### config.mk
export PLATFORM = sky130hd
export DESIGN_NAME = mda_vram_fetch
export DESIGN_NICKNAME = d
export VERILOG_FILES = /design/src/rtl/mda_vram_fetch.sv
export SDC_FILE = /design/constraint.sdc
export NUM_CORES = 1
export LEC_CHECK = 0
export ABC_AREA = 0
export BUFFER_PORTS_ARGS = -buffer_cell sky130_fd_sc_hd__buf_4
export CAP_MARGIN = 30
export CORE_MARGIN = 3
export CORE_UTILIZATION = 40
export CTS_CLUSTER_SIZE = 24
export DETAILED_ROUTE_END_ITERATION = 7
export GPL_TIMING_DRIVEN = 0
export PLACE_DENSITY = 0.78
export SLEW_MARGIN = 10
export SYNTH_ARGS = -nofsm -noshare
export SYNTH_HDL_FRONTEND = slang
export SYNTH_SLANG_ARGS = --single-unit
### constraint.sdc
create_clock -name clk -period 2.1 [get_ports clk]
set_input_delay 0.21 -clock clk [delete_from_list [all_inputs] [get_ports clk]]
set_output_delay 0.21 -clock clk [all_outputs]
set_load 0.02 [all_outputs]
### src/rtl/mda_vram_fetch.sv
// MDA VRAM fetch: 18-clock character sequencer, char/attr display fetch and
// arbitration of the single-port video RAM between display and CPU.
module mda_vram_fetch #(
  parameter int unsigned ADDR_W    = 12,
  parameter int unsigned CHAR_SLOT = 0,
  parameter int unsigned ATTR_SLOT = 2,
  parameter int unsigned ROM_SLOT  = 3,
  parameter int unsigned PIPE_SLOT = 3
) (
  input  logic              clk,
  input  logic              reset,
  input  logic [10:0]       crtc_addr,
  output logic              crtc_tick,
  output logic [4:0]        clk_seq,
  output logic [7:0]        vram_data,
  output logic              vram_read_char,
  output logic              vram_read_att,
  output logic              charrom_read,
  output logic              disp_pipeline,
  output logic [ADDR_W-1:0] ram_addr,
  output logic              ram_we,
  output logic [7:0]        ram_wdata,
  input  logic [7:0]        ram_rdata,
  input  logic              cpu_req,
  input  logic              cpu_we,
  input  logic [ADDR_W-1:0] cpu_addr,
  input  logic [7:0]        cpu_wdata,
  output logic [7:0]        cpu_rdata,
  output logic              cpu_ack
);

  localparam int unsigned SeqLen = 18;

  localparam logic [4:0] CharSlot = 5'(CHAR_SLOT);
  localparam logic [4:0] AttrSlot = 5'(ATTR_SLOT);
  localparam logic [4:0] RomSlot  = 5'(ROM_SLOT);
  localparam logic [4:0] PipeSlot = 5'(PIPE_SLOT);
  localparam logic [4:0] TickSlot = 5'((CHAR_SLOT + SeqLen - 2) % SeqLen);
  localparam logic [4:0] CharCap  = 5'((CHAR_SLOT + 1) % SeqLen);
  localparam logic [4:0] AttrCap  = 5'((ATTR_SLOT + 1) % SeqLen);
  localparam logic [4:0] CharRdy  = 5'((CHAR_SLOT + 2) % SeqLen);
  localparam logic [4:0] AttrRdy  = 5'((ATTR_SLOT + 2) % SeqLen);

  typedef enum logic [1:0] {CIdle, CAddr, CData, CAck} cpu_state_e;

  cpu_state_e cpu_state;
  logic [4:0] seq_next;
  logic       disp_next;
  logic       cpu_accept;

  // Strobes and addresses are registered, so they are decoded from the value
  // clk_seq takes in the next cycle.
  always_comb begin
    seq_next   = (clk_seq == 5'(SeqLen - 1)) ? 5'd0 : clk_seq + 5'd1;
    disp_next  = (seq_next == CharSlot) || (seq_next == AttrSlot);
    cpu_accept = (cpu_state == CIdle) && cpu_req && !disp_next;
  end

  always_ff @(posedge clk) begin
    if (reset) begin
      clk_seq        <= 5'd0;
      crtc_tick      <= 1'b0;
      vram_data      <= 8'h00;
      vram_read_char <= 1'b0;
      vram_read_att  <= 1'b0;
      charrom_read   <= 1'b0;
      disp_pipeline  <= 1'b0;
      ram_addr       <= '0;
      ram_we         <= 1'b0;
      ram_wdata      <= 8'h00;
      cpu_rdata      <= 8'h00;
      cpu_ack        <= 1'b0;
      cpu_state      <= CIdle;
    end else begin
      clk_seq        <= seq_next;
      crtc_tick      <= (seq_next == TickSlot);
      vram_read_char <= (seq_next == CharRdy);
      vram_read_att  <= (seq_next == AttrRdy);
      charrom_read   <= (seq_next == RomSlot);
      disp_pipeline  <= (seq_next == PipeSlot);

      if ((clk_seq == CharCap) || (clk_seq == AttrCap)) begin
        vram_data <= ram_rdata;
      end

      // Display slots own the RAM port; a CPU access only starts when the
      // following cycle is free, so its single write cycle never collides.
      ram_we <= 1'b0;
      if (seq_next == CharSlot) begin
        ram_addr <= ADDR_W'({crtc_addr, 1'b0});
      end else if (seq_next == AttrSlot) begin
        ram_addr <= ADDR_W'({crtc_addr, 1'b1});
      end else if (cpu_accept) begin
        ram_addr  <= cpu_addr;
        ram_we    <= cpu_we;
        ram_wdata <= cpu_wdata;
      end

      cpu_ack <= 1'b0;
      unique case (cpu_state)
        CIdle: begin
          if (cpu_accept) begin
            cpu_state <= CAddr;
          end
        end
        CAddr: cpu_state <= CData;
        CData: begin
          cpu_rdata <= ram_rdata;
          cpu_ack   <= 1'b1;
          cpu_state <= CAck;
        end
        CAck:    cpu_state <= CIdle;
        default: cpu_state <= CIdle;
      endcase
    end
  end

endmodule

# After elaboration in Yosys (flattened, before gate mapping)
# Cells that the tools add are included.
# totals
wordCells	47
out_inout_bits	48
register_bits	49
# classes
n_mux	7
n_eq_ne	11
n_bitwise	3
reduce_logical	12
n_addsub	1
# ops
op	n
12-bit two-way mux	3
5-bit by 2-bit == test with 1-bit output (second input constant)	3
5-bit == test (second input constant)	2
2-bit case mux with 4 select lines	1
5-bit by 1-bit adder with 5-bit output (second input constant)	1
5-bit by 1-bit == test with 1-bit output (second input constant)	1
5-bit by 3-bit == test with 1-bit output (second input constant)	1
5-bit zero test	1
5-bit two-way mux	1
2-bit == test (second input constant)	2
4-bit OR reduction	1
1-bit NOT	3
3-bit AND reduction	1
3-bit nonzero test	1
2-bit by 1-bit == test with 1-bit output (second input constant)	1
1-bit logical AND	2
2-bit zero test	1
1-bit logical OR	2
2-bit two-way mux	1
2-bit inequality test (second input constant)	1
2-bit nonzero test	1
2-bit OR reduction	1
1-bit zero test	1
1-bit two-way mux	1

# Logic depth before layout (Yosys ltp)
# Gate-level depths: netlist of run 1.
# logic_depth
depth_word	9
depth_mapped	8

# Worst setup path before layout of run 1
# OpenSTA, ideal clock, no wires.
# synth_timing
path_type	register to register
start	reg clk_seq[0]
end	reg ram_addr[0]
path_slack_ns	0.201
path_stages_with_launch	7
t_arrival_ns	1.785
n_path_buf	1
setup_time_ns	0.114
required_time_ns	1.986
period_less_slack_ns	1.899
cell_sequence	dfxtp_1 > ha_1 > xnor2_1 > a21o_2 > o311ai_4 > buf_4 > a21o_1
# synth_via
elab_chain_len	7
# synth_lines
item	line	source
from (decl)	14	output logic [4:0] clk_seq,
from (signal assigned)	75	clk_seq <= seq_next;
5-bit by 1-bit adder with 5-bit output / 5-bit == test (equally long branches)	54	seq_next = (clk_seq == 5'(SeqLen - 1)) ? 5'd0 : clk_seq + 5'd1;
5-bit two-way mux *	54	
5-bit by 2-bit == test with 1-bit output / 5-bit zero test (equally long branches)	55, 91, 89	
1-bit logical OR	55	disp_next = (seq_next == CharSlot) || (seq_next == AttrSlot);
1-bit zero test	56	cpu_accept = (cpu_state == CIdle) && cpu_req && !disp_next;
1-bit logical AND	56	
2-bit nonzero test (no line)	n/a	
to (signal assigned)	90	ram_addr <= ADDR_W'({crtc_addr, 1'b0});
to (signal assigned)	92	ram_addr <= ADDR_W'({crtc_addr, 1'b1});
to (signal assigned)	94	ram_addr <= cpu_addr;
to (decl)	20	output logic [ADDR_W-1:0] ram_addr,
# Mark *: on every way between the ends. The rest lies on a longest branch, timed or not.
# A chain may end at the register's enable or synchronous reset.

# Final worst setup path of run 1
# layout_timing
start	reg clk_seq[0]
end	reg ram_addr[7]
# layout_via
elab_chain_len	7
# layout_lines
item	line
5-bit by 1-bit adder with 5-bit output / 5-bit == test (equally long branches)	54
5-bit two-way mux *	54
5-bit by 2-bit == test with 1-bit output / 5-bit zero test (equally long branches)	55, 91, 89
1-bit logical OR	55
1-bit zero test	56
1-bit logical AND	56
3-bit nonzero test (no line)	n/a
# Marks and branches as above.

==> flow_metrics.env, run 1 <==
export IMPL_run_status="complete, no violations"
export IMPL_synth_cells=214
export IMPL_finalHoldViolCount=0
export IMPL_grt_max_degree=17
export IMPL_yosys_warnings=0
export IMPL_antenna_cells=0
export IMPL_worst_slack_ns=0.227
export IMPL_fin_util=0.610
export IMPL_grt_pass1_vias=1799
export IMPL_drtPass1Iterations=4
export IMPL_vias=1841
export IMPL_synth_seq_cells=49
export IMPL_drtIter0Drc=78
export IMPL_die_height_um=78.8
export IMPL_port_buffers=89
export IMPL_ctsLongestPathBuffers=2
export IMPL_h_tree_depth=2
export IMPL_vdd_ir_drop_max_mv=0.626
export IMPL_max_freq_ghz=0.534
export IMPL_critPathKind="flip-flop to flip-flop"
export IMPL_postRouteAntennaNets=0
export IMPL_syn_area_um2=2120
export IMPL_end_kind="flip-flop"
export IMPL_crit_required_ns=2.32
export IMPL_stdcell_count=380
export IMPL_grt_busiest_layer="met2"
export IMPL_final_min_clock_period_ns=1.87
export IMPL_crit_arrival_ns=2.09
export IMPL_grt_use_met1=0.213
export IMPL_fin_tns_setup_ns=0
export IMPL_coreArea_um2=4910
export IMPL_gp_congestion=0.735
export IMPL_syn2layout_area_growth_pct=41.4
export IMPL_clock_skew_ns=0.00862
export IMPL_synthArstFlopShare=0
export IMPL_rows=25
export IMPL_ios=91
export IMPL_clk_insertion_delay_late_ns=0.30
export IMPL_critPathMaxFanout=10
export IMPL_initial_core_util=0.432
export IMPL_die_w_um=78.8
export IMPL_cts_tree="yes"
export IMPL_cts_sinks=49
export IMPL_hold_class="primary input to flip-flop"
export IMPL_start_kind="flip-flop"
export IMPL_powerDensity_nw_per_um2=922
export IMPL_dpl_hpwl_um=3790
export IMPL_syn_nets=262
export IMPL_cts_root_buf="clkbuf_8"
export IMPL_use_met3=0.0510
export IMPL_grt_overflow=0
export IMPL_drc=0
export IMPL_setup_viol=0
export IMPL_nets=360
export IMPL_cts_buffers_inserted=5
export IMPL_die_area_um2=6210
export IMPL_ys_flop_type="dfxtp_1"
export IMPL_relSlewSlack=0.516
export IMPL_worst_slew_pin_slew_ns=0.725
export IMPL_place_ws_ns=0.0831
export IMPL_drv_slew=0
export IMPL_rsz0062_at_grt="no"
export IMPL_syn_avg_cell_area_um2=9.90
export IMPL_synth_edf_count=0
export IMPL_clk_pin_slew_worst_paths_ns=0.09
export IMPL_grt_first_pass_wirelength_um=8310
export IMPL_wl_per_cell_um=13.5
export IMPL_finalCritPeriodShare=0.892
export IMPL_grt_use_met2=0.278
export IMPL_dp_cells=370
export IMPL_yosysUniqueCellTypes=32
export IMPL_antenna_found_initial=0
export IMPL_ys_seq_area_frac=0.463
export IMPL_drv_cap=0
export IMPL_cts_hold_buf=0
export IMPL_routed_wl_um=5150
export IMPL_drive_gt1_frac=0.387
export IMPL_viasPerCell=4.84
export IMPL_gr_usage_all_layers=0.168
export IMPL_p_leak_nw=1.34
[through the flow]
| stage | power [mW] | area [µm²] | hold slack (ns) |
|---|---|---|---|
| 2_1_floorplan | 1.82 | 2120 | 0.354 |
| 3_3_place_gp | 2.18 | 2870 | 0.447 |
| 3_5_place_dp | 2.20 | 2870 | 0.457 |
| 4_1_cts | 2.76 | 2960 | 0.136 |
| 5_1_grt | 2.93 | 3000 | 0.134 |
| 6_report | 2.76 | 3000 | 0.146 |
[synth_stat cells (3+ instances only)]
master,number,area (µm²)
nand3_1,14,70.1
nor3_1,3,15.0
a311oi_2,9,135
nor2_1,35,131
inv_1,3,11.3
mux2i_1,26,260
clkbuf_1,10,37.5
dfxtp_1,49,981
nand2b_1,20,125
a21oi_1,3,15.0
ha_1,5,62.6
nand2_1,14,52.6
[per-layer routing]
| metal | part of all wire | vias up | routed length [µm] |
|---|---|---|---|
| met4 | 0.010 | 0 | 52 |
| li1 | - | 934 | - |
| met5 | 0 | - | 0 |
| met2 | 0.45 | 77 | 2320 |
| met3 | 0.091 | 4 | 467 |
| met1 | 0.45 | 826 | 2310 |
[worst max-delay path, stage by stage (launching register included)]
cell      delay (ns)
dfxtp_2         0.38
ha_1            0.28
xnor2_2         0.28
a21o_2          0.24
o311ai_4        0.16
buf_4           0.26
a311oi_2        0.20
[cell type report]
cell class	instances	area, µm²
fill	425	1910
multi-input combinational	149	1070
sequential	49	982
timing repair buffer	91	696
tap	67	83.8
clock buffer	5	68.8
buffer	13	63.8
clock inverter	3	21.3
inverter	3	11.3
[path summary, 6_finish.rpt]
check / slack [ns] / to / startpoint / depth (start not counted)
setup / recovery: 0.23 / ram_addr[7] / clk_seq[0] / 6
hold / removal: 0.15 / ram_we / cpu_we / 2
setup reg to reg: 0.23 / ram_addr[7] / clk_seq[0] / 6
hold reg to reg: 0.48 / ram_wdata[4] / ram_wdata[4] / 2
[cell families (layout without fill, tap and decap cells)]
family | after synthesis | in the layout | synth area share
AND/OR/NAND/NOR | 93 | 93 | 0.213
multiplexers | 26 | 26 | 0.123
XOR/XNOR | 2 | 2 | 0.00827
AO/OA/AOI/OAI | 23 | 23 | 0.128
adder cells (fa/ha/maj) | 5 | 5 | 0.0295
buffers and inverters | 16 | 115 | 0.0354
flip-flops | 49 | 49 | 0.463
[cell usage in the layout (no fill, tap or decap), types with 2 or more instances in the layout]
master / count
a311oi_2: 9
buf_4: 92
ha_1: 5
dfxtp_1: 48
nor3_1: 3
nand2b_1: 20
mux2i_1: 26
nor2_1: 35
a311oi_1: 2
and4_1: 2
nand2_1: 14
nand3_1: 14
inv_1: 3
clkbuf_1: 10
clkbuf_8: 5
a21oi_1: 3
[flip-flops by register name, indices dropped and copies added, names as in the netlist]
signal / cells
ram_we: 1
disp_pipeline: 1
crtc_tick: 1
vram_data: 8
cpu_state: 2
vram_read_att: 1
cpu_ack: 1
vram_read_char: 1
ram_addr: 12
cpu_rdata: 8
ram_wdata: 8
clk_seq: 5
[power by group]
part           total [mW]  switching (mW)  internal, mW
registers            1.16          0.0843          1.07
clock network       0.560           0.323         0.237
logic                1.05           0.569         0.480
[timing repair]
item | CTS | global route
buffers inserted | 0 | 2
resized for setup | 0 | 2
endpoints found under the setup margin | 0 | 21
Note: power is estimated with default switching activity, not from simulation.
==> inputs of run 2 (changes only) <==
Settings changed: PLACE_DENSITY 0.78 to 0.81.
Clock period 2.1 ns to 1.6 ns, I/O delays scaled along.
==> flow_metrics.env, run 2 (synthesized netlist as in run 1, its figures left out) <==
export IMPL_p_leak_nw=1.45
export IMPL_r2r_end="ram_addr[2]"
export IMPL_drive_gt1_frac=0.469
export IMPL_whs_path_depth=3
export IMPL_place_area_um2=2920
export IMPL_routed_wl_um=5420
export IMPL_worst_slew_pin_slew_ns=0.662
export IMPL_run_status="finished, violations left"
export IMPL_viasPerCell=4.91
export IMPL_largest_register_ffs=12
export IMPL_grt_first_pass_wirelength_um=8640
export IMPL_die_height_um=78.8
export IMPL_gr_usage_all_layers=0.174
export IMPL_rows=25
export IMPL_dp_cells=370
export IMPL_finalHoldViolCount=0
export IMPL_cts_buffers_inserted=5
export IMPL_clock_skew_ns=0.00655
export IMPL_rsz0062_at_grt="yes"
export IMPL_top_register="ram_addr"
export IMPL_initial_core_util=0.432
export IMPL_rrSetupSlack_ns=-0.14
export IMPL_ctsLongestPathBuffers=2
export IMPL_drv_cap=0
export IMPL_drtIter0Drc=82
export IMPL_violations="setup timing"
export IMPL_grt_overflow=0
export IMPL_port_buffers=89
export IMPL_holdWs_ns=0.0963
export IMPL_clk_insertion_delay_late_ns=0.30
export IMPL_crit_required_ns=1.82
export IMPL_cts_sinks=49
export IMPL_place_ws_ns=-0.168
export IMPL_stdcell_count=391
export IMPL_drtPass1Iterations=4
export IMPL_layout_commonest_cell="buf_4"
export IMPL_syn2layout_area_growth_pct=55.0
export IMPL_relSlewSlack=0.558
export IMPL_fin_tns_setup_ns=-2.21
export IMPL_total_power_mw=4.00
export IMPL_nets=371
export IMPL_ff2ff_path_depth=10
export IMPL_antenna_cells=0
export IMPL_setup_viol=24
export IMPL_cts_root_buf="clkbuf_8"
export IMPL_end_kind="flip-flop"
export IMPL_die_w_um=78.8
export IMPL_grt_max_degree=17
export IMPL_start_kind="flip-flop"
export IMPL_vias=1920
export IMPL_coreArea_um2=4910
export IMPL_drv_slew=0
export IMPL_cts_hold_buf=0
export IMPL_r2r_start="clk_seq[1]"
export IMPL_clk_pin_slew_worst_paths_ns=0.09
export IMPL_max_freq_ghz=0.576
export IMPL_dpl_hpwl_um=3780
export IMPL_gp_congestion=0.740
export IMPL_critPathMaxFanout=5
export IMPL_crit_arrival_ns=1.96
export IMPL_postRouteAntennaNets=0
export IMPL_drc=0
export IMPL_finalCritPeriodShare=1.09
export IMPL_antenna_found_initial=0
export IMPL_grt_pass1_vias=1836
export IMPL_final_min_clock_period_ns=1.74
export IMPL_min_from="ram_rdata[4]"
export IMPL_ios=91
export IMPL_final_cell_area_um2=3290
export IMPL_critPathKind="flip-flop to flip-flop"
export IMPL_powerDensity_nw_per_um2=1220
export IMPL_vdd_ir_drop_max_mv=0.676
export IMPL_cts_tree="yes"
export IMPL_die_area_um2=6210
export IMPL_worst_slack_ns=-0.136
export IMPL_fin_util=0.669
export IMPL_wl_per_cell_um=13.9
export IMPL_final_cell_mix="buf_4, dfxtp_1, nor2_1, mux2i_1, nand2b_1"
export IMPL_min_to="vram_data[4]"
export IMPL_h_tree_depth=2
export IMPL_hold_class="primary input to flip-flop"
## run 2: cell count changes in the layout (fill, tap and decap cells not counted), moves of 2 or more
cell      previous run  this run
and4_1               2         0
and4_4               0         2
buf_4               92        98
buf_6                1         5
clkbuf_1            10         8
dfxtp_1             48        46
dfxtp_4              0         3
ha_1                 5         3
ha_4                 0         2
nand3_1             14        12
nand3_2              0         2
nor2_1              35        29
nor2_2               0         5
## run 2: critical path: stages (launching register included)
cell and delay, ns:
dfxtp_4 0.39, inv_4 0.04, ha_4 0.15, and4bb_2 0.25
a21o_4 0.20, o311ai_4 0.09, buf_12 0.17, buf_6 0.10
buf_6 0.08, nor2_2 0.03, a311oi_2 0.16
## run 2: report_power, final
group	total [mW]	internal, mW	switching [mW]
clock network	0.989	0.566	0.423
registers	1.52	1.41	0.111
logic	1.49	0.713	0.775
total	4.00	2.69	1.31
## run 2: how the worst max path moves through the flow
| stage | endpoint | cells after the start | startpoint |
|---|---|---|---|
| floorplan | ram_wdata[0] | 7 | clk_seq[1] |
| global placement | ram_addr[4] | 8 | clk_seq[1] |
| detailed placement | ram_addr[5] | 6 | clk_seq[0] |
| CTS | ram_addr[7] | 9 | clk_seq[1] |
| global route | ram_addr[1] | 9 | clk_seq[1] |
| finish | ram_addr[2] | 10 | clk_seq[1] |
## run 2: repair_timing
| action | 4_1_cts | 5_1_grt |
|---|---|---|
| pin swaps | 16 | 6 |
| buffers inserted | 10 | 4 |
| endpoints found under the setup margin | 27 | 33 |
| cloned | 1 | 0 |
| gates resized for setup | 15 | 11 |
## run 2: layout make-up
class / count / area (µm²)
plain buffers: 12 / 68.8
clock buffers: 6 / 93.8
clock inverters: 2 / 38.8
fillers: 407 / 1630
inverters: 3 / 13.8
multi-input cells: 149 / 1180
flip-flops and latches: 49 / 992
well taps: 67 / 83.8
repair buffers: 103 / 813
## run 2: metal layers
layer / GRT usage / share of wire / vias to the layer above
li1: - / - / 946
met1: 0.222 / 0.44 / 899
met2: 0.284 / 0.47 / 67
met3: 0.0544 / 0.076 / 8
met4: 0.0472 / 0.013 / 0
met5: 0 / 0 / -
